**config.mk**
```make
export PLATFORM = sky130hd
export DESIGN_NAME = scan_bridge_mc
export DESIGN_NICKNAME = d
export VERILOG_FILES = /design/src/rtl/scan_bridge_mc.sv
export SDC_FILE = /design/constraint.sdc
export NUM_CORES = 1
export LEC_CHECK = 0
export ABC_CLOCK_PERIOD_IN_PS = 6700
export CORE_MARGIN = 1
export CORE_UTILIZATION = 40
export DETAILED_ROUTE_END_ITERATION = 10
export PLACE_DENSITY_LB_ADDON = 0.08
export SETUP_SLACK_MARGIN = 0.2
export SYNTH_ARGS = -nofsm -noshare
export SYNTH_HDL_FRONTEND = slang
export SYNTH_SLANG_ARGS = --single-unit
```
**constraint.sdc**
```tcl
create_clock -name clk -period 6.7 [get_ports clk]
set_clock_uncertainty 0.2 [all_clocks]
set_input_delay 1.34 -clock clk [delete_from_list [all_inputs] [get_ports clk]]
set_output_delay 1.34 -clock clk [all_outputs]
set_load 0.05 [all_outputs]
```
**src/rtl/scan_bridge_mc.sv**
```systemverilog
// Scan-chain to multi-channel memory/CSR bridge: oversampled two-phase scan pads,
// a command/response frame shift register and a single-access FSM with ready timeout.
//
// state  | meaning
// IDLE   | waiting for a load_chip edge; strobes low
// ACCESS | one-hot strobe held on the latched channel until ready or timeout
module scan_bridge_mc #(
   parameter int   N_CH    = 4,
   parameter int   ADDR_W  = 11,
   parameter int   DATA_W  = 32,
   parameter int   TIMEOUT = 64,
   parameter logic SCAN_ID = 1'b1
) (
   input  logic                   clk,
   input  logic                   rst_n,
   input  logic                   scan_id,
   input  logic                   scan_phi,
   input  logic                   scan_phi_bar,
   input  logic                   scan_data_in,
   output logic                   scan_data_out,
   input  logic                   scan_load_chip,
   input  logic                   scan_load_chain,
   output logic [N_CH-1:0]        ch_ren,
   output logic [N_CH-1:0]        ch_wen,
   output logic [ADDR_W-1:0]      ch_addr,
   output logic [DATA_W-1:0]      ch_wdata,
   input  logic [N_CH*DATA_W-1:0] ch_rdata,
   input  logic [N_CH-1:0]        ch_ready,
   output logic                   busy,
   output logic                   protocol_err
);
   localparam int CH_W    = (N_CH > 1) ? $clog2(N_CH) : 1;
   localparam int FRAME_W = 2 + CH_W + ADDR_W + DATA_W;
   localparam int TMR_W   = $clog2(TIMEOUT);
   localparam logic [1:0] OP_WR = 2'b01;
   localparam logic [1:0] OP_RD = 2'b10;
   localparam logic [N_CH-1:0] CH_ONE = N_CH'(1);

   typedef enum logic {IDLE, ACCESS} state_t;

   state_t state_q, state_d;

   // s1/s2: two-flop synchronisers; s3 holds the previous sample of edge-detected pads
   logic [5:0] s1, s2;
   logic [3:0] s3;
   logic       sel, phi_e, pb_e, chip_e, chain_e;

   logic [FRAME_W-1:0] chain, resp;
   logic               cap;
   logic [1:0]         status_q;
   logic [CH_W-1:0]    chan_q;
   logic [ADDR_W-1:0]  addr_q;
   logic [DATA_W-1:0]  data_q, wdata_q;
   logic               rd_q;
   logic [TMR_W-1:0]   timer_q;

   logic [1:0]        cmd_op;
   logic [CH_W-1:0]   cmd_chan;
   logic [ADDR_W-1:0] cmd_addr;
   logic [DATA_W-1:0] cmd_data;
   logic              cmd_valid, chan_ok, ready_sel;
   logic [DATA_W-1:0] rdata_sel;
   logic              accept, done_ok, done_to;

   always_ff @(posedge clk or negedge rst_n) begin
      if (!rst_n) begin
         s1 <= '0;
         s2 <= '0;
         s3 <= '0;
      end else begin
         s1 <= {scan_id, scan_phi, scan_phi_bar, scan_data_in, scan_load_chip, scan_load_chain};
         s2 <= s1;
         s3 <= {s2[4], s2[3], s2[1], s2[0]};
      end
   end

   assign sel     = (s2[5] == SCAN_ID);
   assign phi_e   = sel & s2[4] & ~s3[3];
   assign pb_e    = sel & s2[3] & ~s3[2];
   assign chip_e  = sel & s2[1] & ~s3[1];
   assign chain_e = sel & s2[0] & ~s3[0];

   assign cmd_op    = chain[FRAME_W-1 -: 2];
   assign cmd_chan  = chain[FRAME_W-3 -: CH_W];
   assign cmd_addr  = chain[DATA_W +: ADDR_W];
   assign cmd_data  = chain[DATA_W-1:0];
   assign cmd_valid = (cmd_op == OP_WR) || (cmd_op == OP_RD);
   assign chan_ok   = int'(cmd_chan) < N_CH;

   assign busy      = (state_q == ACCESS);
   assign resp      = {(busy ? 2'b01 : status_q), chan_q, addr_q, data_q};
   assign rdata_sel = ch_rdata[chan_q*DATA_W +: DATA_W];
   assign ready_sel = ch_ready[chan_q];
   assign ch_addr   = addr_q;
   assign ch_wdata  = wdata_q;

   // load_chip wins over load_chain when both edges land in the same cycle
   always_ff @(posedge clk or negedge rst_n) begin
      if (!rst_n) begin
         chain         <= '0;
         cap           <= 1'b0;
         scan_data_out <= 1'b0;
         protocol_err  <= 1'b0;
      end else begin
         if (phi_e && pb_e) begin
            protocol_err <= 1'b1;
         end else begin
            if (phi_e) cap <= s2[2];
            if (pb_e) begin
               chain         <= {chain[FRAME_W-2:0], cap};
               scan_data_out <= chain[FRAME_W-2];
            end
         end
         if (chain_e && !chip_e) begin
            chain         <= resp;
            scan_data_out <= resp[FRAME_W-1];
         end
      end
   end

   always_comb begin
      state_d = state_q;
      accept  = 1'b0;
      done_ok = 1'b0;
      done_to = 1'b0;
      case (state_q)
         IDLE: begin
            if (chip_e && cmd_valid && chan_ok) begin
               accept  = 1'b1;
               state_d = ACCESS;
            end
         end
         ACCESS: begin
            if (ready_sel) begin
               done_ok = 1'b1;
               state_d = IDLE;
            end else if (timer_q == '0) begin
               done_to = 1'b1;
               state_d = IDLE;
            end
         end
         default: state_d = IDLE;
      endcase
   end

   always_ff @(posedge clk or negedge rst_n) begin
      if (!rst_n) begin
         state_q  <= IDLE;
         status_q <= 2'b00;
         chan_q   <= '0;
         addr_q   <= '0;
         data_q   <= '0;
         wdata_q  <= '0;
         rd_q     <= 1'b0;
         timer_q  <= '0;
         ch_wen   <= '0;
         ch_ren   <= '0;
      end else begin
         state_q <= state_d;
         if (chip_e && state_q == IDLE && !accept) status_q <= cmd_valid ? 2'b11 : 2'b00;
         if (chip_e && state_q == ACCESS) status_q <= 2'b01;
         if (accept) begin
            rd_q    <= (cmd_op == OP_RD);
            chan_q  <= cmd_chan;
            addr_q  <= cmd_addr;
            wdata_q <= cmd_data;
            timer_q <= TMR_W'(TIMEOUT - 1);
            ch_wen  <= (cmd_op == OP_WR) ? (CH_ONE << cmd_chan) : '0;
            ch_ren  <= (cmd_op == OP_RD) ? (CH_ONE << cmd_chan) : '0;
         end else if (state_q == ACCESS) begin
            timer_q <= timer_q - 1'b1;
         end
         // a completion overrides the BUSY_DROP status of a command dropped mid-access
         if (done_ok) begin
            status_q <= 2'b00;
            data_q   <= rd_q ? rdata_sel : wdata_q;
            ch_wen   <= '0;
            ch_ren   <= '0;
         end
         if (done_to) begin
            status_q <= 2'b10;
            data_q   <= '0;
            ch_wen   <= '0;
            ch_ren   <= '0;
         end
      end
   end
endmodule

```
### Word-level counts from Yosys, hierarchy flattened

Cells that the tools add are included.

| storage, ports and cells | value |
|---|---|
| register bits | 161 |
| bits of input ports | 140 |
| output and inout bits | 54 |
| word-level logic and storage cells | 92 |

| cells by class | value |
|---|---|
| $add $sub $neg | 1 |
| $lt $le $gt $ge | 1 |
| equal/unequal tests | 3 |
| shift-type cells | 2 |
| mux-type cells | 37 |
| bitwise operators | 14 |
| reduce and logical (&&, ||, !) cells | 17 |

Operator list:

| kind | count |
|---|---|
| 47-bit 2-to-1 mux | 3 |
| 128-bit by 8-bit variable part select with 32-bit output | 1 |
| 32-bit 2-to-1 mux | 3 |
| 4-bit 2-to-1 mux | 8 |
| 1-bit 2-to-1 mux | 13 |
| 2-bit 2-to-1 mux | 6 |
| 6-bit 2-to-1 mux | 2 |
| 1-bit AND | 8 |
| 1-bit logical AND | 6 |
| 6-bit logical NOT | 1 |
| 1-bit NOT | 6 |
| 2-bit nonzero test | 3 |
| 6-bit by 1-bit subtractor with 6-bit output, second input constant | 1 |
| 2-bit AND reduction | 2 |
| 4-bit nonzero test | 1 |
| 1-bit by 2-bit << shifter with 4-bit output, first input constant | 1 |
| 2-bit by 3-bit less-than comparator with 1-bit output, second input constant | 1 |
| 3-bit nonzero test | 1 |
| 1-bit binary-select mux with 2-bit select | 1 |
| 2-bit by 1-bit equality test with 1-bit output, second input constant | 1 |
| 2-bit equality test, second input constant | 1 |
| 1-bit logical NOT | 2 |
| 2-bit by 1-bit != test with 1-bit output, second input constant | 1 |
| 1-bit one-hot mux with 2 select lines | 1 |
| 1-bit logical OR | 1 |

### Depth between registers and ports, before layout

Gate-level depths: netlist (run 1).

| logic depth | value |
|---|---|
| depth after elaboration | 11 |
| mapped depth | 8 |
| gate-level depth less buffers | 6 |

### Worst setup path after synthesis (run 1)

No wires, ideal clock.

| path | value |
|---|---|
| kind | input to register |
| from | input ch_ready[3] |
| to | register data_q[10] |
| setup time | 78 ps |
| data arrival time | 2,422 ps |
| required time | 6,422 ps |
| setup slack | 4,000 ps |
| cell stages on the path | 5 |
| path buffers | 1 |
| cell sequence | mux4_2 -> a21o_1 -> nand2_2 -> buf_6 -> o2bb2ai_1 |

| between the ends | value |
|---|---|
| cells in the longest elaborated chain, start to end | 5 |
| elaborated cells on any way between the ends | 8 |
| classes of those cells | mux (7); reduce/logical (1) |

Ends and longest elaborated chain:

| what | line | RTL |
|---|---|---|
| start: declaration | 28 | `input logic [N_CH-1:0] ch_ready,` |
| 1-bit binary-select mux with 2-bit select * | 93 | `assign ready_sel = ch_ready[chan_q];` |
| 1-bit 2-to-1 mux (not written as such) * | 93 |  |
| 1-bit 2-to-1 mux | 134 | `if (ready_sel) begin` |
| 1-bit 2-to-1 mux | 126 | `case (state_q)` |
| 32-bit 2-to-1 mux / 2-bit nonzero test (equally long branches) | n/a |  |
| end signal: assignment | 176 | `data_q <= rd_q ? rdata_sel : wdata_q;` |
| end: declaration | 53 | `logic [DATA_W-1:0] data_q, wdata_q;` |

Mark *: on every way between the ends. The rest lies on a longest branch, timed or not. The select of a mux whose other input is x is not followed.
A chain may end at the register's enable or synchronous reset.

### Final worst setup path (run 1)

| path | value |
|---|---|
| from | register state_q (netlist: busy) |
| to | output busy |

RTL lines:

| what | line | RTL |
|---|---|---|
| start: declaration | 41 | `state_t state_q, state_d;` |
| start signal: assignment | 159 | `state_q <= state_d;` |
| end: declaration | 29 | `output logic busy,` |

No word-level cell between the ends.

==> results of run 1 <==
[kinds of logic after synthesis]
kind of cell	Yosys count
AOI/OAI and AO/OA	170
xor gates and xnor gates	1
adders and majority gates	3
buffers and inverters	61
DFF	160
muxes	114
and+or+nand+nor	238
[metal layers]
layer  vias to the layer above  GRT usage  routed length [um]
met5                         -          0                   0
met4                         0    0.06433                 215
met3                        17    0.04680                 844
met2                       131     0.3478                9465
met1                      2881     0.2867                9089
li1                       2943          -                   -
[synthesized netlist by cell type, types with 2 or more instances]
master and number:
nor3_1 9, buf_2 11, buf_1 6, o22ai_1 36, dfrtp_1 160, o21ai_1 4, a31oi_1 2, nor2_1 7
nand2_1 196, buf_4 5, nor2b_1 3, ha_1 3, o2bb2ai_1 32, clkbuf_1 30, a21oi_1 47, nand3_1 2
o21ai_0 46, inv_1 5, and3b_1 2, mux2i_1 112, nand3b_1 2, buf_6 3, nand2b_1 5
[stage by stage]
stage / util / power (W) / setup slack [ns] / hold WS, ns
2_1_floorplan: - / 0.001290 / 4.000 / 0.1312
3_3_place_gp: 0.5253 / 0.001473 / 3.004 / 0.1343
3_5_place_dp: 0.5253 / 0.001481 / 2.916 / 0.1355
4_1_cts: 0.5580 / 0.002469 / 2.772 / 0.1489
5_1_grt: 0.5580 / 0.002557 / 2.652 / 0.1512
6_report: 0.5580 / 0.002439 / 2.803 / 0.1462
[worst paths after layout]
| check | startpoint | endpoint | slack, ns |
|---|---|---|---|
| max | busy | busy | 2.80 |
| min | s1[5] | s2[5] | 0.15 |
| max reg2reg | chain[45] | rd_q | 3.86 |
| min reg2reg | s1[5] | s2[5] | 0.15 |
| max in group asynchronous | rst_n | chan_q[1] | 4.14 |
| min in group asynchronous | rst_n | ch_wdata[7] | 0.85 |
[power groups by stage]
stage / Sequential, W / Clock, W / Combinational (W)
2_1_floorplan: 0.00113 / 0 / 0.000164
3_3_place_gp: 0.00110 / 0 / 0.000375
3_5_place_dp: 0.00110 / 0 / 0.000382
4_1_cts: 0.00108 / 0.00100 / 0.000383
5_1_grt: 0.00109 / 0.00105 / 0.000414
6_report: 0.00108 / 0.000980 / 0.000376
[area by class of cell]
class                   count  area (um2)
multi-input cells         526        3259
inverters                   5       18.77
fillers                  1591        8048
repair buffers            201        1993
flip-flops and latches    160        4008
clock buffers              21       460.4
well taps                 229       286.5
clock inverters            10       135.1
[state kept, by name (all words and copies together), names as in the netlist]
name and count:
s2 6, ch_wdata 32, s1 6, chan_q 2, cap 1, ch_addr 11
protocol_err 1, data_q 32, busy 1, ch_ren 4, s3 4, status_q 2
chain 46, timer_q 6, ch_wen 4, scan_data_out 1, rd_q 1
==> results.toml, run 1 <==
[run_status]
status = "finished, violations left"
violations = "design-rule violations"

[critical_path]
setup.worst_path.start_class = "register"
critPathBufInv = 1
crit_type = "reg2out"
crit_cells = 1
worst_path_max_delay_cell = "dfrtp_1"
worst_ep_arrival_time_ns = 2.36
worstPathMaxFanout = 33
ff2ff_path_depth = 6
slowest_delay_ns = 0.98
crit_family = "flip-flops"
cp.required_ns = 5.16
cp-end-kind = "output port"
crit_chain = "clkdlybuf4s50_1"

[sta]
fmax_mhz = 256.6
max_slew_margin = 0.2368
finalCriticalPeriod_ns = 3.897
rsz0062_at_grt = "no"
hold_violations = 0
period_share = 0.5817
worstMarginPinSlew_ns = 1.142
setup_violations = 0
drv_slew = 0
setup_tns_ns = 0

[synthesis]
yosysTopAreaCell = "dfrtp_1"
synth_mux_area_frac = 0.1533
ys_warn_count = 0
syn_avg_cell_area_um2 = 10.08
ys_async_sr_fraction = 1.000
synthTopCellsByArea = "dfrtp_1 (53%), mux2i_1 (15%), nand2_1 (9.8%)"
synth_fa_ha_area_frac = 0.004983
synth_top_family_by_area = "multiplexers"
ys_ff_latch = 160
synth-edff-count = 0
syn_area_um2 = 7532
synth_cells = 747
ys_seq_area_frac = 0.5316
synth_top_area_frac = 0.5316
synth_nets = 890
synthSimpleGateAreaFrac = 0.1346
yosys_most_used_dff = "dfrtp_1"
synth-compound-area-share = 0.1365
synth-xor-area-share = 0.001163
post_synth_num_cell_types = 42

[cells_and_area]
nNetsFinal = 1054
antennaDiodeCount = 0
fin_cells = 1152
mostFrequentLayoutCell = "nand2_1"
areaGrowthSynthToFinish_pct = 34.90
final_cell_mix = "nand2_1 (196), clkdlybuf4s50_1 (192), dfrtp_1 (159)"
layout-drive-gt1-share = 0.05634
final_area_um2 = 10160

[die]
die-area_um2 = 19380
start_util = 0.4137
placementRows = 49
pin_count = 194
die_h_um = 139.2
die_w_um = 139.2
core_area_um2 = 18210

[routing]
routed_wl_mm = 19.61
first_pass_iters = 9
drcViolationCount = 18
vias = 5972
final_antenna_net_count = 0
via_per_inst = 5.184
drt_iter0_drc = 418
wl_per_cell_um = 17.03

[cts]
cts_setup_buffers = 0
cts-root-buf = "clkbuf_16"
clock_path_buffers = 2
clkSinkCount = 160
cts_resized = 0
ctsHoldBuffers = 0
h-tree-depth = 4
cts_tree = "done"
cts.reportedPaths.clkPinSlew_ns = 0.06
clk_latency_ns = 0.42
cts_made_buffers = 17

[global_route]
grt.total_usage = 0.2141
grt_pass1_wl_mm = 32.69
grt_max_degree = 111
grt_pass1_vias = 6159
overflow = 0
antenna_found_initial = 0

[pwr]
pwr-share-comb = 0.154
power.share.clock = 0.402
p_leak_nw = 4.153
switchingPower_w = 0.0006321
intPower_w = 0.001807
seqPwrFrac = 0.444
powerDensity_nw_per_um2 = 240.1
vdd_drop_max_mv = 0.2135
swShare = 0.2591

[placement]
postPlaceCellArea_um2 = 9565
dp.cells = 1121
dp_hpwl_mm = 12.99
place_congestion = 0.7700
port_buffers = 193

[run]
maxCapViolCount = 0

[min_path]
holdCritPathClass = "reg2reg"
holdPathStages = 0
Note: power is estimated with default switching activity, not from simulation.
==> run 2, diff against run 1 <==
--- a/config.mk
+++ b/config.mk
@@ -5,7 +5,7 @@
 export SDC_FILE = /design/constraint.sdc
 export NUM_CORES = 1
 export LEC_CHECK = 0
-export ABC_CLOCK_PERIOD_IN_PS = 6700
+export ABC_CLOCK_PERIOD_IN_PS = 3570
 export CORE_MARGIN = 1
 export CORE_UTILIZATION = 40
 export DETAILED_ROUTE_END_ITERATION = 10
==> constraint.sdc (replaced) <==
create_clock -name clk -period 3.57 [get_ports clk]
set_clock_uncertainty 0.2 [all_clocks]
set_input_delay 0.714 -clock clk [delete_from_list [all_inputs] [get_ports clk]]
set_output_delay 0.714 -clock clk [all_outputs]
set_load 0.05 [all_outputs]
==> run 2 against run 1 <==
Against the previous run:
- the flow still finishes with violations (design-rule violations)
- flip-flop and latch count did not move
- core utilization rose by 0.58 points
- sequential power rose by 88%
- register-to-register slack got worse by 2.9 ns
- global-route usage barely moved
- design area rose by 1.0%
- power rose by 92%
- final cell count rose by 0.52%
- combinational power rose by 91%
- largest cell class unchanged
==> results.toml, run 2 (synthesis results as in run 1) <==
[die]
pin_count = 194
core_area_um2 = 18210
start_util = 0.4137
die_w_um = 139.2
die-area_um2 = 19380
placementRows = 49
die_h_um = 139.2

[critical_path]
worst_ep_arrival_time_ns = 2.78
r2r-start = "chain[45]"
setup.worst_path.start_class = "register"
r2r-end = "ch_wdata[21]"
cp.required_ns = 3.73
worstPathMaxFanout = 18
setup.worst_path.start = "chain[45]"
ff2ff_path_depth = 7
cp-end-kind = "register"
crit_type = "reg2reg"
reg2reg_setup_slack_ns = 0.95

[sta]
fmax_mhz = 381.5
worstMarginPinSlew_ns = 1.176
setup_tns_ns = 0
hold_violations = 0
setup_ws_ns = 0.9490
max_slew_margin = 0.2154
finalCriticalPeriod_ns = 2.621
rsz0062_at_grt = "no"
drv_slew = 0
period_share = 0.7342
setup_violations = 0

[cells_and_area]
regMostFlops = "chain"
layout-drive-gt1-share = 0.06351
largest_register_ffs = 46
nNetsFinal = 1059
mostFrequentLayoutCell = "nand2_1"
antennaDiodeCount = 0
multiInputGateArea_um2 = 3259
areaGrowthSynthToFinish_pct = 36.31
nFillCells = 1599
final_cell_mix = "nand2_1 (196), clkdlybuf4s50_1 (192), dfrtp_1 (159)"
seqCellArea_um2 = 4008

[pwr]
p_total_w = 0.004691
powerDensity_nw_per_um2 = 456.9
vdd_drop_max_mv = 0.4070
p_leak_nw = 4.195

[global_route]
grt.total_usage = 0.2141
antenna_found_initial = 0
grt_max_degree = 94
overflow = 0
grt_pass1_wl_mm = 32.97
grt_pass1_vias = 6347

[cts]
cts_resized = 0
cts-root-buf = "clkbuf_16"
clkSinkCount = 160
cts.reportedPaths.clkPinSlew_ns = 0.06
clock_path_buffers = 2
clk_latency_ns = 0.42
h-tree-depth = 4
ctsHoldBuffers = 0
cts_tree = "done"
cts_made_buffers = 17
cts_setup_buffers = 0

[placement]
dp_hpwl_mm = 13.57
place_congestion = 0.7502
port_buffers = 193
dp_slack_ns = 0.5208

[routing]
drt_iter0_drc = 347
wl_met1_mm = 9.130
first_pass_iters = 8
final_antenna_net_count = 0
drcViolationCount = 18
wl_met3_um = 913
routed_wl_mm = 20.08
routed.top_layer = "met4"
via_per_inst = 5.274
vias = 6107
wl_met2_mm = 9.623
wl_per_cell_um = 17.34

[min_path]
holdCritPathClass = "in2async"

[run_status]
status = "finished, violations left"
violations = "design-rule violations"

[run]
maxCapViolCount = 0
run 2: changes by cell type in the layout (fill, tap and decap cells not counted):
cell,delta
buf_4,+3
clkinv_2,-3
buf_12,+2
clkinv_4,+2
clkinvlp_4,+2
bufinv_16,+1
clkbuf_1,-1
run 2: where the power goes:
group | internal, W | switching, W
Clock | 0.00121 | 0.000733
Sequential | 0.00193 | 0.0000933
Combinational | 0.000331 | 0.000388
run 2: how the worst max path moves through the flow:
stage | end | cells past startpoint
floorplan | ch_wen[0] | 6
global placement | data_q[14] | 5
detailed placement | data_q[19] | 5
CTS | data_q[9] | 5
global route | ch_wdata[16] | 7
finish | ch_wdata[21] | 7
run 2: per-stage QoR:
step	instances	cell area [um2]	utilization	hold slack (ns)
6_report	1158	10270	0.5639	0.1052
5_1_grt	1158	10270	0.5639	0.1499
4_1_cts	1158	10270	0.5639	0.1345
3_5_place_dp	1126	9628	0.5288	0.1363
3_3_place_gp	1126	9628	0.5288	0.1342
2_1_floorplan	747	7532	-	0.1312
run 2: area by class of cell:
cell class | count | share of cell area
clock buffers | 20 | 0.04448
inverters | 5 | 0.001828
repair buffers | 206 | 0.2002
flip-flops and latches | 160 | 0.3903
well taps | 229 | 0.02791
clock inverters | 12 | 0.01779
multi-input cells | 526 | 0.3175
run 2: critical path, stage by stage (launching register included):
cell and delay (ns):
dfrtp_1 0.40, inv_1 0.06, ha_1 0.34, nand4bb_1 0.52, nor2_4 0.54, buf_4 0.33
nand2_1 0.09, nand2_1 0.06
run 2: layer usage:
metal	up-vias	track usage
met3	25	0.04370
li1	2957	-
met1	2984	0.2724
met5	-	0
met4	0	0.07719
met2	141	0.3610
